`src/rtl/ahb_mtx_dec_n.sv`:
```
// ahb_mtx_dec_n: AHB bus-matrix input-port decoder.
//
// Decodes the input-stage address (HADDR[31:10]) into a one-hot select for
// NUM_PORTS output stages. An address that matches no region goes to an
// integrated default slave, which answers with a two-cycle ERROR response.
// The output stage that owns the current data phase drives the response
// (ready, resp, rdata, ruser) back to the input stage through a mux. Active
// transfers to unmapped addresses are counted, and the last such address is
// kept for debug.
//
// Ports:
//   HCLK, HRESETn          clock, async active-low reset
//   HREADYS                input-stage HREADY (transfer accepted)
//   sel_dec, trans_dec     input-stage HSEL / HTRANS
//   decode_addr_dec        HADDR[31:10]
//   active_dec_i           per-output-stage active flags
//   readyout_dec_i, resp_dec_i, rdata_dec_i, ruser_dec_i
//                          per-output-stage data-phase responses, packed
//   err_clr                synchronous clear of err_count
//   sel_dec_o              one-hot HSEL to the output stages
//   active_dec             active flag of the addressed target
//   HREADYOUTS, HRESPS, HRDATAS, HRUSERS
//                          muxed data-phase response
//   err_count, err_addr    decode-error debug counter and last bad address
//
// Default-slave states:
//   state   | meaning
//   DS_IDLE | no error pending; zero-wait OKAY
//   DS_ERR1 | first ERROR cycle, wait state (ready=0)
//   DS_ERR2 | second ERROR cycle, completes transfer (ready=1)

module ahb_mtx_dec_n #(
  parameter int                      NUM_PORTS    = 4,
  parameter int                      DATA_W       = 32,
  parameter int                      USER_W       = 32,
  parameter logic [22*NUM_PORTS-1:0] REGION_BASE  = {NUM_PORTS{22'h0}},
  parameter logic [22*NUM_PORTS-1:0] REGION_LIMIT = {NUM_PORTS{22'h3F}},
  parameter int                      CNT_W        = 8
) (
  input  logic                        HCLK,
  input  logic                        HRESETn,
  input  logic                        HREADYS,
  input  logic                        sel_dec,
  input  logic [21:0]                 decode_addr_dec,
  input  logic [1:0]                  trans_dec,
  input  logic [NUM_PORTS-1:0]        active_dec_i,
  input  logic [NUM_PORTS-1:0]        readyout_dec_i,
  input  logic [2*NUM_PORTS-1:0]      resp_dec_i,
  input  logic [DATA_W*NUM_PORTS-1:0] rdata_dec_i,
  input  logic [USER_W*NUM_PORTS-1:0] ruser_dec_i,
  input  logic                        err_clr,
  output logic [NUM_PORTS-1:0]        sel_dec_o,
  output logic                        active_dec,
  output logic                        HREADYOUTS,
  output logic [1:0]                  HRESPS,
  output logic [DATA_W-1:0]           HRDATAS,
  output logic [USER_W-1:0]           HRUSERS,
  output logic [CNT_W-1:0]            err_count,
  output logic [21:0]                 err_addr
);

  // Port encodings 0..NUM_PORTS-1 are output stages; NUM_PORTS is the
  // default slave.
  localparam int             PW  = $clog2(NUM_PORTS + 1);
  localparam logic [PW-1:0]  DFT = PW'(NUM_PORTS);

  typedef enum logic [1:0] {
    DS_IDLE = 2'd0,
    DS_ERR1 = 2'd1,
    DS_ERR2 = 2'd2
  } ds_state_e;

  ds_state_e         state_q, state_d;
  logic [PW-1:0]     data_port_q, data_port_d;
  logic [CNT_W-1:0]  err_count_q, err_count_d;
  logic [21:0]       err_addr_q, err_addr_d;

  logic [PW-1:0]     addr_port;
  logic              hit_any;
  logic              sel_dft;
  logic              dft_acc;
  logic              dft_ready;
  logic [1:0]        dft_resp;

  // Address decode. Scanning from the top down lets the lowest-index hit
  // overwrite higher ones, which gives lowest-index priority on overlap.
  always_comb begin
    addr_port = DFT;
    hit_any   = 1'b0;
    for (int k = NUM_PORTS - 1; k >= 0; k--) begin
      if ((decode_addr_dec >= REGION_BASE[22*k +: 22]) &&
          (decode_addr_dec <= REGION_LIMIT[22*k +: 22])) begin
        addr_port = PW'(k);
        hit_any   = 1'b1;
      end
    end
    // An IDLE to an unmapped address keeps pointing at the current data
    // port so the default slave is not selected for nothing.
    if (!hit_any && (trans_dec == 2'b00)) begin
      addr_port = data_port_q;
    end
  end

  always_comb begin
    sel_dec_o  = '0;
    active_dec = 1'b1;
    for (int k = 0; k < NUM_PORTS; k++) begin
      if (addr_port == PW'(k)) begin
        sel_dec_o[k] = sel_dec;
        active_dec   = active_dec_i[k];
      end
    end
  end

  assign sel_dft = sel_dec & (addr_port == DFT);
  assign dft_acc = sel_dft & HREADYS & trans_dec[1];

  assign data_port_d = HREADYS ? addr_port : data_port_q;

  // Default-slave FSM.
  always_comb begin
    state_d   = state_q;
    dft_ready = 1'b1;
    dft_resp  = 2'b00;
    case (state_q)
      DS_IDLE: begin
        if (dft_acc) state_d = DS_ERR1;
      end
      DS_ERR1: begin
        dft_ready = 1'b0;
        dft_resp  = 2'b01;
        state_d   = DS_ERR2;
      end
      DS_ERR2: begin
        dft_resp = 2'b01;
        state_d  = dft_acc ? DS_ERR1 : DS_IDLE;
      end
      default: begin
        state_d = DS_IDLE;
      end
    endcase
  end

  // Data-phase response mux.
  always_comb begin
    HREADYOUTS = dft_ready;
    HRESPS     = dft_resp;
    HRDATAS    = '0;
    HRUSERS    = '0;
    for (int k = 0; k < NUM_PORTS; k++) begin
      if (data_port_q == PW'(k)) begin
        HREADYOUTS = readyout_dec_i[k];
        HRESPS     = resp_dec_i[2*k +: 2];
        HRDATAS    = rdata_dec_i[DATA_W*k +: DATA_W];
        HRUSERS    = ruser_dec_i[USER_W*k +: USER_W];
      end
    end
  end

  // Decode-error counter; a clear coinciding with an error leaves that one
  // error counted.
  always_comb begin
    err_count_d = err_count_q;
    err_addr_d  = err_addr_q;
    if (err_clr) begin
      err_count_d = dft_acc ? CNT_W'(1) : '0;
    end else if (dft_acc && (err_count_q != {CNT_W{1'b1}})) begin
      err_count_d = err_count_q + CNT_W'(1);
    end
    if (dft_acc) begin
      err_addr_d = decode_addr_dec;
    end
  end

  always_ff @(posedge HCLK or negedge HRESETn) begin
    if (!HRESETn) begin
      state_q     <= DS_IDLE;
      data_port_q <= '0;
      err_count_q <= '0;
      err_addr_q  <= '0;
    end else begin
      state_q     <= state_d;
      data_port_q <= data_port_d;
      err_count_q <= err_count_d;
      err_addr_q  <= err_addr_d;
    end
  end

  assign err_count = err_count_q;
  assign err_addr  = err_addr_q;

endmodule

```
`config.mk`:
```
export PLATFORM = sky130hd
export DESIGN_NAME = ahb_mtx_dec_n
export DESIGN_NICKNAME = d
export VERILOG_FILES = /design/src/rtl/ahb_mtx_dec_n.sv
export SDC_FILE = /design/constraint.sdc
export NUM_CORES = 1
export LEC_CHECK = 0
export ABC_AREA = 1
export BUFFER_PORTS_ARGS = -buffer_cell sky130_fd_sc_hd__clkbuf_2
export CORE_AREA = 2 2 154 156
export DETAILED_ROUTE_END_ITERATION = 8
export DIE_AREA = 0 0 156 158
export GPL_TIMING_DRIVEN = 0
export PLACE_DENSITY = 0.43
export RECOVER_POWER = 25
export SLEW_MARGIN = 10
export SYNTH_ARGS = -nofsm -noshare
export SYNTH_HDL_FRONTEND = slang
export SYNTH_SLANG_ARGS = --single-unit
```
`constraint.sdc`:
```
create_clock -name HCLK -period 1.7 [get_ports HCLK]
set_input_delay 0.34 -clock HCLK [delete_from_list [all_inputs] [get_ports HCLK]]
set_output_delay 0.34 -clock HCLK [all_outputs]
set_load 0.005 [all_outputs]
```
; Word-level counts from Yosys, hierarchy flattened
; Cells that the tools add are included.
[totals]
reg_bits = 35
inputBits = 301
output_inout_bits = 102
word_cells = 66
[op_classes]
addsub = 1
magnitude_cmp = 2
eq_ne = 11
n_mux = 35
n_bitwise = 3
reduce_logical = 10
[ops]
columns = cell, n
row1 = 2-to-1 mux 32 bit, 8
row2 = "greater-or-equal comparator 22 x 1 -> 1 bit, second input constant", 1
row3 = "less-or-equal comparator 22 x 6 -> 1 bit, second input constant", 1
row4 = 2-to-1 mux 1 bit, 17
row5 = 2-to-1 mux 8 bit, 2
row6 = "== test 3 x 2 -> 1 bit, second input constant", 4
row7 = 2-to-1 mux 2 bit, 5
row8 = "adder 8 x 1 -> 8 bit, second input constant", 1
row9 = "!= test 8 bit, second input constant", 1
row10 = "== test 3 x 1 -> 1 bit, second input constant", 2
row11 = logical NOT 3 bit, 2
row12 = 2-to-1 mux 3 bit, 2
row13 = case mux 2 bit (3 select lines), 1
row14 = logical NOT 2 bit, 2
row15 = AND 1 bit, 3
row16 = "== test 3 bit, second input constant", 1
row17 = logical AND 1 bit, 3
row18 = "== test 2 x 1 -> 1 bit, second input constant", 1
row19 = "== test 2 bit, second input constant", 1
row20 = "!= test 2 bit, second input constant", 1
row21 = nonzero test 2 bit, 1
row22 = OR reduction 2 bit, 1
row23 = logical NOT 1 bit, 1

; Longest topological paths before layout
; Gate-level depths: netlist of the first run.
[logic_depth]
word_depth = 13
mapped_depth = 9
ltp_nobuf = 9

; Worst setup path after synthesis of the first run
; OpenSTA, ideal clock, no wires.
[synth_path]
kind = reg-to-output
from = reg data_port_q[2]
to = out HREADYOUTS
arrival_ns = 1.244
required_ns = 1.360
slack_ns = 0.116
path_stages_with_launch = 8
path_buffers = 0
cell_sequence = dfrtp_1 -> inv_1 -> nand2_1 -> nor2_1 -> inv_1 -> or2_2 -> o211ai_1 -> a21oi_1
[synth_between]
elab_chain_len = 5
elab_cells_between_ends = 8
classes_between = eq/ne: 3 / mux: 4 / reduce/logical: 1
[synth_rtl]
columns = element, line
row1 = "start, declared", 74  ; logic [PW-1:0] data_port_q, data_port_d;
row2 = "start signal, assigned", 183  ; data_port_q <= data_port_d;
row3 = logical NOT 3 bit, 151  ; if (data_port_q == PW'(k)) begin
row4 = 2-to-1 mux 1 bit (3 in a row), 151
row5 = 2-to-1 mux 1 bit *, 151
row6 = "end, declared", 54  ; output logic HREADYOUTS,
; Mark *: on every way between the ends. The rest lies on a longest branch, timed or not.

; Worst setup path in the final report of the first run
[layout_path]
from = reg data_port_q[0]
to = out HRESPS[0]
[layout_between]
elab_chain_len = 5
elab_cells_between_ends = 8
classes_between = eq/ne: 3 / mux: 4 / reduce/logical: 1
[layout_rtl]
columns = element, line
row1 = logical NOT 3 bit, 151
row2 = 2-to-1 mux 2 bit (3 in a row), 151
row3 = 2-to-1 mux 2 bit *, 151
row4 = "end, declared", 55  ; output logic [1:0] HRESPS,
; Marked as above.

==> results.cfg, run 1 <==
[timing]
timing.final.crit_period_ns = 2.08
setup_violations = 70
clock_skew_ns = 0.00337
rsz0062_at_grt = true
tightest_slew_ns = 0.915
post-route-period-util = 1.22
setup_ws_ns = -0.380
hold_viol = 0
setup_tns_ns = -21.16
max_freq_mhz = 481
final_max_slew_viol_count = 0
slew_headroom = 0.390

[synthesis]
avgSynthCellArea_um2 = 5.66
ys_ff_latch = 35
netlist_area_um2 = 3380
synthDistinctLibCells = 25
synth_largest_area_cell = nand2_1
ys_warn_count = 0
synth_area_leaders = nand2_1 (39%), dfrtp_1 (26%), nand4_1 (12%)
yosysSeqAreaShare = 0.259
synth.top_cell.area_share = 0.393
syn_inst = 597
syn_nets = 904

[route]
postRouteAntennaNets = 0
vias_per_cell = 4.17
vias = 5520
drt_iter0_markers = 277
totalWireLength_um = 21300
dr.pass1.iters = 4
wl_per_cell_um = 16.1
drc = 0

[global_routing]
antenna_found_initial = 4
grt_pass1_vias = 5226
grt_usage = 0.156
grt_overflow_total = 0
grt_first_pass_wirelength_um = 29700
grt_max_degree = 36

[finish]
fin_util = 0.282
nNetsFinal = 1335
areaGrowthSynthToFinish_pct = 92.3
n_fill_cell = 2664
final_cell_area_um2 = 6500
final_layout_size_suffix_gt1_frac = 0.500

[clocking]
cts_root_buffer = clkbuf_16
clockBufferDepth = 2
clock_latency_ns = 0.27
cts_tree = done
cts_sinks = 35
numCtsBuffers = 5
htreeDepth = 2
ctsHoldBuffers = 0
clk_pin_slew_worst_paths_ns = 0.06

[worst_setup_path]
cp_slowest_cell = dfrtp_2
worstSetupStartpointType = flip-flop
critPathCaptureType = primary output
r2r_setup_slack_ns = 0.15
r2r_end = err_addr[4]
reg2reg_depth = 8
worstSetupPathType = flip-flop to primary output
critPathMaxStageDelay_ns = 0.45
rr_startpoint = data_port_q[2]
crit_required_ns = 1.36
arrival_ns = 1.74
crit_chain = nor2_4, inv_4, nor2_4, buf_12, buf_12, inv_4, o211ai_1, a21oi_1, buf_2
crit_fanout = 6

[job]
drv_cap = 0

[min_path]
hold_class = input pin to asynchronous set/reset pin

[floorplanning]
die_area_um2 = 24600
die_x_um = 156
num_rows = 56
initial_core_util = 0.147
io_pins = 403
die_h_um = 158
coreArea_um2 = 23100

[power]
power.density_nw_per_um2 = 480
vdd_drop_max_mv = 0.425
static-leakage-power_nw = 3.66
total_power_w = 0.00312

[place]
numPortBuffers = 402
placed_cell_area_um2 = 5760
hpwlAfterDp_um = 18200
pre_cts_slack_ns = -0.558
gp_congestion = 0.832

[run_status]
run_status = finished with violations
violations = setup timing
## cells by family after synthesis
family	Yosys count	share of synthesized area
simple gates	482	0.605
buf+inv	51	0.0696
flops	35	0.259
compound gates	17	0.0289
xor+xnor	6	0.0155
fa+ha+maj	6	0.0222
## worst max-delay path by stage
stage	from	end	slack (ns)	cells past startpoint
global route	data_port_q[0]	HREADYOUTS	-0.48	9
CTS	data_port_q[2]	HRUSERS[29]	-0.43	8
floorplan	data_port_q[2]	HREADYOUTS	0.12	7
detailed placement	data_port_q[2]	HRDATAS[11]	-0.56	8
global placement	data_port_q[2]	HRDATAS[11]	-0.57	8
finish	data_port_q[0]	HRESPS[0]	-0.38	9
## worst max-delay path: cells and delay by family (launching register included)
family / cells / cell delay [ns]
buf+inv: 5 / 0.52
flops: 1 / 0.45
simple gates: 2 / 0.25
compound gates: 2 / 0.25
## area by class of cell
cell class / count / area [um^2] / area share
repair buffers: 425 / 2280 / 0.350
inverters: 18 / 72.6 / 0.0112
plain buffers: 32 / 354 / 0.0544
multi-input cells: 511 / 2410 / 0.370
clock inverters: 3 / 15.0 / 0.00231
flip-flops and latches: 35 / 881 / 0.135
diodes: 4 / 10.0 / 0.00154
clock buffers: 5 / 125 / 0.0192
well taps: 290 / 363 / 0.0558
## placed cells by master, fill, tap and decap left out, types with 3 or more instances in the layout
cell / instances
clkbuf_2: 352
clkbuf_4: 3
clkbuf_16: 8
o21ai_0: 5
nand3_1: 23
ha_1: 5
buf_6: 15
buf_4: 18
clkinv_2: 3
nor3_2: 3
inv_1: 10
buf_2: 53
dfrtp_2: 4
nand2_2: 21
inv_2: 6
dfrtp_1: 31
buf_8: 6
nor2_4: 5
buf_12: 4
nor2_1: 22
a21oi_1: 5
nand2_1: 333
diode_2: 4
nand4_1: 66
xor2_1: 6
## cells in the mapped netlist
master	number
a21oi_1	5
xor2_1	6
a21boi_0	1
ha_1	6
nand2_2	2
o21ai_0	7
inv_2	1
nand4_4	1
clkbuf_1	11
buf_4	7
nand2_1	354
buf_2	14
dfrtp_1	35
o21bai_1	1
nand4_1	66
nand3b_1	1
o211ai_1	2
nor3_1	4
buf_1	1
nor2_1	26
o31ai_1	1
inv_1	17
nand3_1	24
nor2_2	3
or2_2	1
## stage by stage
stage	std cells	hold slack, ns
2_1_floorplan	597	0.0444
3_3_place_gp	1289	0.464
3_5_place_dp	1289	0.464
4_1_cts	1311	0.243
5_1_grt	1323	0.265
6_report	1323	0.190
## power breakdown
part	switching, W	total [W]	internal [W]
logic	0.000593	0.00121	0.000613
clock network	0.000346	0.000880	0.000534
registers	0.0000826	0.00103	0.000951
total	0.00102	0.00312	0.00210
## layer usage
layer / up-vias / routed length [um] / global-route usage
met1: 2497 / 8340 / 0.189
met4: 0 / 248 / 0.0411
met5: - / 0 / 0
li1: 2806 / - / -
met2: 207 / 11500 / 0.291
met3: 10 / 1150 / 0.0203
## flip-flops by register name (all words and copies together), names as in the netlist
signal / flops
err_addr: 22
state_q: 2
data_port_q: 3
err_count: 8
## timing repair
item                                    in CTS  in global routing
endpoints found under the setup margin      70                100
setup buffers                               14                  6
hold endpoints to repair                     0                  0
gates resized for setup                     69                115
pin swaps                                   14                 25
gates cloned                                 0                  3
No activity file was read; power rests on OpenSTA's default activity.
==> inputs of run 2 (changes only) <==
--- a/config.mk
+++ b/config.mk
@@ -13,6 +13,7 @@
 export GPL_TIMING_DRIVEN = 0
 export PLACE_DENSITY = 0.43
 export RECOVER_POWER = 25
+export SKIP_CTS_REPAIR_TIMING = 1
 export SLEW_MARGIN = 10
 export SYNTH_ARGS = -nofsm -noshare
 export SYNTH_HDL_FRONTEND = slang
==> results.cfg, run 2 (synthesized netlist as in run 1, its figures left out) <==
[global_routing]
grt_overflow_total = 0
antenna_found_initial = 1
grt_first_pass_wirelength_um = 29400
grt_usage = 0.155
grt_pass1_vias = 5116
grt_max_degree = 36

[route]
wl_per_cell_um = 16.1
postRouteAntennaNets = 0
vias_per_cell = 4.19
totalWireLength_um = 21100
drt_iter0_markers = 252
dr.pass1.iters = 4
vias = 5516
drc = 0

[timing]
setup_ws_ns = -0.444
final_max_slew_viol_count = 0
slew_headroom = 0.380
clock_skew_ns = 0.00190
hold_viol = 0
post-route-period-util = 1.26
setup_violations = 70
max_freq_mhz = 466
timing.final.crit_period_ns = 2.14
tightest_slew_ns = 0.930
rsz0062_at_grt = true

[floorplanning]
initial_core_util = 0.147
num_rows = 56
coreArea_um2 = 23100
die_area_um2 = 24600
die_x_um = 156
io_pins = 403
die_h_um = 158

[finish]
final_layout_size_suffix_gt1_frac = 0.481
mostFrequentLayoutCells = clkbuf_2 (374), nand2_1 (349), nand4_1 (66), buf_2 (35), dfrtp_1 (31)
n_fill_cell = 2664
nNetsFinal = 1332
final_cell_count_no_fill = 1317
largest_reg_flops = 22
areaGrowthSynthToFinish_pct = 87.8
layout_commonest_cell = clkbuf_2
fin_util = 0.276

[power]
power_frac_clock = 0.287
power.density_nw_per_um2 = 482
netSwitchingFraction = 0.328
switching_power_w = 0.00100
static-leakage-power_nw = 3.59
intPower_w = 0.00206
power_frac_comb = 0.376
power_frac_seq = 0.337
total_power_w = 0.00306
vdd_drop_max_mv = 0.424

[place]
hpwlAfterDp_um = 18200
gp_congestion = 0.832
dp.cells = 1289
numPortBuffers = 402

[clocking]
cts_root_buffer = clkbuf_16
htreeDepth = 2
numCtsBuffers = 5
clock_latency_ns = 0.27
cts_tree = done
cts_sinks = 35
clk_pin_slew_worst_paths_ns = 0.06
clockBufferDepth = 2

[run_status]
run_status = finished with violations
violations = setup timing

[worst_setup_path]
crit_required_ns = 1.36
critPathCaptureType = primary output
worstSetupStartpointType = flip-flop
crit_fanout = 4
arrival_ns = 1.80
worstSetupPathType = flip-flop to primary output

[min_path]
hold_class = input pin to asynchronous set/reset pin

[job]
drv_cap = 0
## run 2: cell count changes in the layout (fill, tap and decap cells not counted), moves of 2 or more
cell / previous run / this run
buf_2: 53 / 35
buf_6: 15 / 12
buf_4: 18 / 21
clkbuf_16: 8 / 6
clkbuf_8: 2 / 0
clkbuf_4: 3 / 1
diode_2: 4 / 1
nand2_2: 21 / 6
inv_1: 10 / 12
nand2_1: 333 / 349
clkbuf_2: 352 / 374
nor2_2: 2 / 0
## run 2: critical path: stages, from the launching register on
cell      delay, ns
dfrtp_2        0.44
inv_2          0.10
nand2_4        0.08
nor2_4         0.19
inv_2          0.06
buf_4          0.13
o211ai_1       0.27
a21oi_1        0.11
clkbuf_2       0.14
## run 2: power groups by stage
stage | Clock [W] | Sequential (W) | Combinational (W)
after floorplan | 0 | 0.00104 | 0.000388
after global placement | 0 | 0.00104 | 0.00113
after detailed placement | 0 | 0.00104 | 0.00113
after CTS | 0.000911 | 0.00103 | 0.00114
after global routing | 0.000959 | 0.00105 | 0.00130
final | 0.000878 | 0.00103 | 0.00115
## run 2: path summary, 6_finish.rpt
path	startpoint	endpoint	slack, ns	cells past startpoint
hold / removal	HRESETn	err_addr[18]	0.20	1
hold reg to reg	err_addr[20]	err_addr[20]	0.48	2
min in group HCLK	decode_addr_dec[1]	err_addr[1]	0.26	3
setup / recovery	data_port_q[2]	HRESPS[0]	-0.44	8
setup reg to reg	data_port_q[2]	err_addr[14]	0.14	8
max in group asynchronous	HRESETn	err_count[0]	0.86	1
## run 2: metrics by stage
step / instance area (um^2) / worst slack, ns / hold WS [ns] / TNS, ns
floorplan: 3380 / 0.116 / 0.0444 / 0
global placement: 5760 / -0.570 / 0.464 / -31.76
detailed placement: 5760 / -0.558 / 0.464 / -31.50
CTS: 5900 / -0.872 / 0.243 / -52.66
global route: 6350 / -0.522 / 0.265 / -31.99
finish: 6350 / -0.444 / 0.199 / -26.28
## run 2: area by class of cell
| type | instances | area [um^2] | share of cell area |
|---|---|---|---|
| antenna | 1 | 2.50 | 0.000394 |
| buffer | 33 | 314 | 0.0494 |
| clock buffer | 5 | 125 | 0.0197 |
| clock inverter | 3 | 15.0 | 0.00236 |
| inverter | 18 | 70.1 | 0.0110 |
| multi-input combinational | 511 | 2370 | 0.373 |
| sequential | 35 | 881 | 0.139 |
| tap | 290 | 363 | 0.0571 |
| timing repair buffer | 421 | 2210 | 0.348 |
## run 2: metal layers
layer | up-vias | wire length (um) | global-route usage | part of all wire
met5 | - | 0 | 0 | 0
li1 | 2797 | - | - | -
met2 | 221 | 11600 | 0.302 | 0.55
met1 | 2486 | 8300 | 0.187 | 0.39
met3 | 12 | 1070 | 0.0192 | 0.051
met4 | 0 | 183 | 0.0175 | 0.0087
==> inputs of run 3 (changes only) <==
--- a/config.mk
+++ b/config.mk
@@ -7,11 +7,11 @@
 export LEC_CHECK = 0
 export ABC_AREA = 1
 export BUFFER_PORTS_ARGS = -buffer_cell sky130_fd_sc_hd__clkbuf_2
-export CORE_AREA = 2 2 154 156
+export CORE_AREA = 2 2 157 159
 export DETAILED_ROUTE_END_ITERATION = 8
-export DIE_AREA = 0 0 156 158
+export DIE_AREA = 0 0 159 161
 export GPL_TIMING_DRIVEN = 0
-export PLACE_DENSITY = 0.43
+export PLACE_DENSITY = 0.42
 export RECOVER_POWER = 25
 export SKIP_CTS_REPAIR_TIMING = 1
 export SLEW_MARGIN = 10
==> constraint.sdc (replaced) <==
create_clock -name HCLK -period 2.6 [get_ports HCLK]
set_input_delay 0.52 -clock HCLK [delete_from_list [all_inputs] [get_ports HCLK]]
set_output_delay 0.52 -clock HCLK [all_outputs]
set_load 0.005 [all_outputs]
==> results.cfg, run 3 (synthesized netlist as in run 1, its figures left out) <==
[floorplanning]
die_h_um = 161
initial_core_util = 0.141
coreArea_um2 = 24000
num_rows = 57
die_x_um = 159
die_area_um2 = 25600
io_pins = 403

[timing]
rsz0062_at_grt = false
slew_headroom = -0.303
setup_violations = 0
final_max_slew_viol_count = 36
tightest_slew_ns = 1.95
hold_viol = 0
timing.final.crit_period_ns = 2.47
clock_skew_ns = 0.00341
hold_ws_ns = 0.443
max_freq_mhz = 405
post-route-period-util = 0.949

[run_status]
run_status = finished with violations
violations = capacitance limit, slew limit

[clocking]
htreeDepth = 2
clk_pin_slew_worst_paths_ns = 0.05
cts_sinks = 35
cts_tree = done
cts_root_buffer = clkbuf_16
clockBufferDepth = 2
clock_latency_ns = 0.27
numCtsBuffers = 5

[global_routing]
global_route.usage.met3 = 0.0280
grt_pass1_vias = 5217
met1_usage = 0.172
antenna_found_initial = 1
grt_max_degree = 36
grt_usage = 0.139
met2_usage = 0.257
grt_first_pass_wirelength_um = 28600
grt_overflow_total = 0
grt.busiest_layer = met2

[worst_setup_path]
crit_fanout = 4
crit_required_ns = 2.08
arrival_ns = 1.95
worstSetupStartpointType = flip-flop
critPathCaptureType = primary output
worstSetupPathType = flip-flop to primary output

[place]
hpwlAfterDp_um = 16400
gp_congestion = 0.805
placed_cell_area_um2 = 5800
numPortBuffers = 402

[finish]
nNetsFinal = 1316
largest_reg_flops = 22
mostFrequentLayoutCells = clkbuf_2 (406), nand2_1 (354), nand4_1 (66), dfrtp_1 (35), nand3_1 (24)
layout_commonest_cell = clkbuf_2
areaGrowthSynthToFinish_pct = 77.7
diodes = 0
final_cell_area_um2 = 6010
final_layout_size_suffix_gt1_frac = 0.445
fin_util = 0.251

[route]
postRouteAntennaNets = 0
vias = 5317
wl_per_cell_um = 14.2
drt_iter0_markers = 206
dr.pass1.iters = 4
drc = 0
totalWireLength_um = 18900
vias_per_cell = 3.99

[power]
power.density_nw_per_um2 = 329
vdd_drop_max_mv = 0.217
static-leakage-power_nw = 3.41

[min_path]
hold_class = input pin to flip-flop

[job]
drv_cap = 1
-- run 3: cell types whose count changed in the layout (fill, tap and decap cells not counted), sizes merged --
cell    change
diode       -1
buf        -57
clkinv      -2
clkbuf     +43
-- run 3: path summary, 6_finish.rpt --
check	start	to	slack [ns]	cells past startpoint
worst min-delay path	decode_addr_dec[1]	err_addr[1]	0.44	3
worst max-delay path	data_port_q[2]	HREADYOUTS	0.13	8
min in group asynchronous	HRESETn	err_addr[16]	0.80	1
worst max register to register	err_count[0]	err_count[0]	0.97	8
max in group asynchronous	HRESETn	err_addr[15]	0.69	1
worst min register to register	err_addr[11]	err_addr[11]	0.47	2
-- run 3: area by class of cell --
cell class / instances / area (um^2)
plain buffers: 33 / 196
clock buffers: 7 / 133
clock inverters: 1 / 5.00
fillers: 2867 / 18000
inverters: 18 / 67.6
multi-input cells: 511 / 2300
flip-flops and latches: 35 / 876
well taps: 324 / 405
repair buffers: 405 / 2030
-- run 3: power by group --
| part | total [W] | internal (W) | switching [W] |
|---|---|---|---|
| sequential | 0.000674 | 0.000622 | 0.0000526 |
| clock | 0.000563 | 0.000354 | 0.000210 |
| combinational | 0.000740 | 0.000362 | 0.000378 |
-- run 3: per-layer routing --
metal,up-vias,share of wire
met5,-,0.00053
met4,2,0.0086
met3,12,0.062
met2,206,0.52
met1,2341,0.41
li1,2756,-
-- run 3: per-stage QoR --
stage | instances | setup TNS [ns] | worst slack (ns) | total power [W]
after floorplan | 597 | 0 | 0.741 | 0.000934
after global placement | 1323 | 0 | 0.0253 | 0.00143
after detailed placement | 1323 | 0 | 0.000743 | 0.00143
after CTS | 1331 | -10.75 | -0.308 | 0.00202
after global routing | 1334 | 0 | 0.00821 | 0.00213
final | 1334 | 0 | 0.134 | 0.00198
-- run 3: critical path, stage by stage, from the launching register on --
cell	delay (ns)
dfrtp_1	0.41
inv_2	0.10
nand2_2	0.11
nor2_4	0.20
inv_1	0.10
or2_2	0.27
o211ai_1	0.21
a21oi_1	0.12
clkbuf_2	0.15
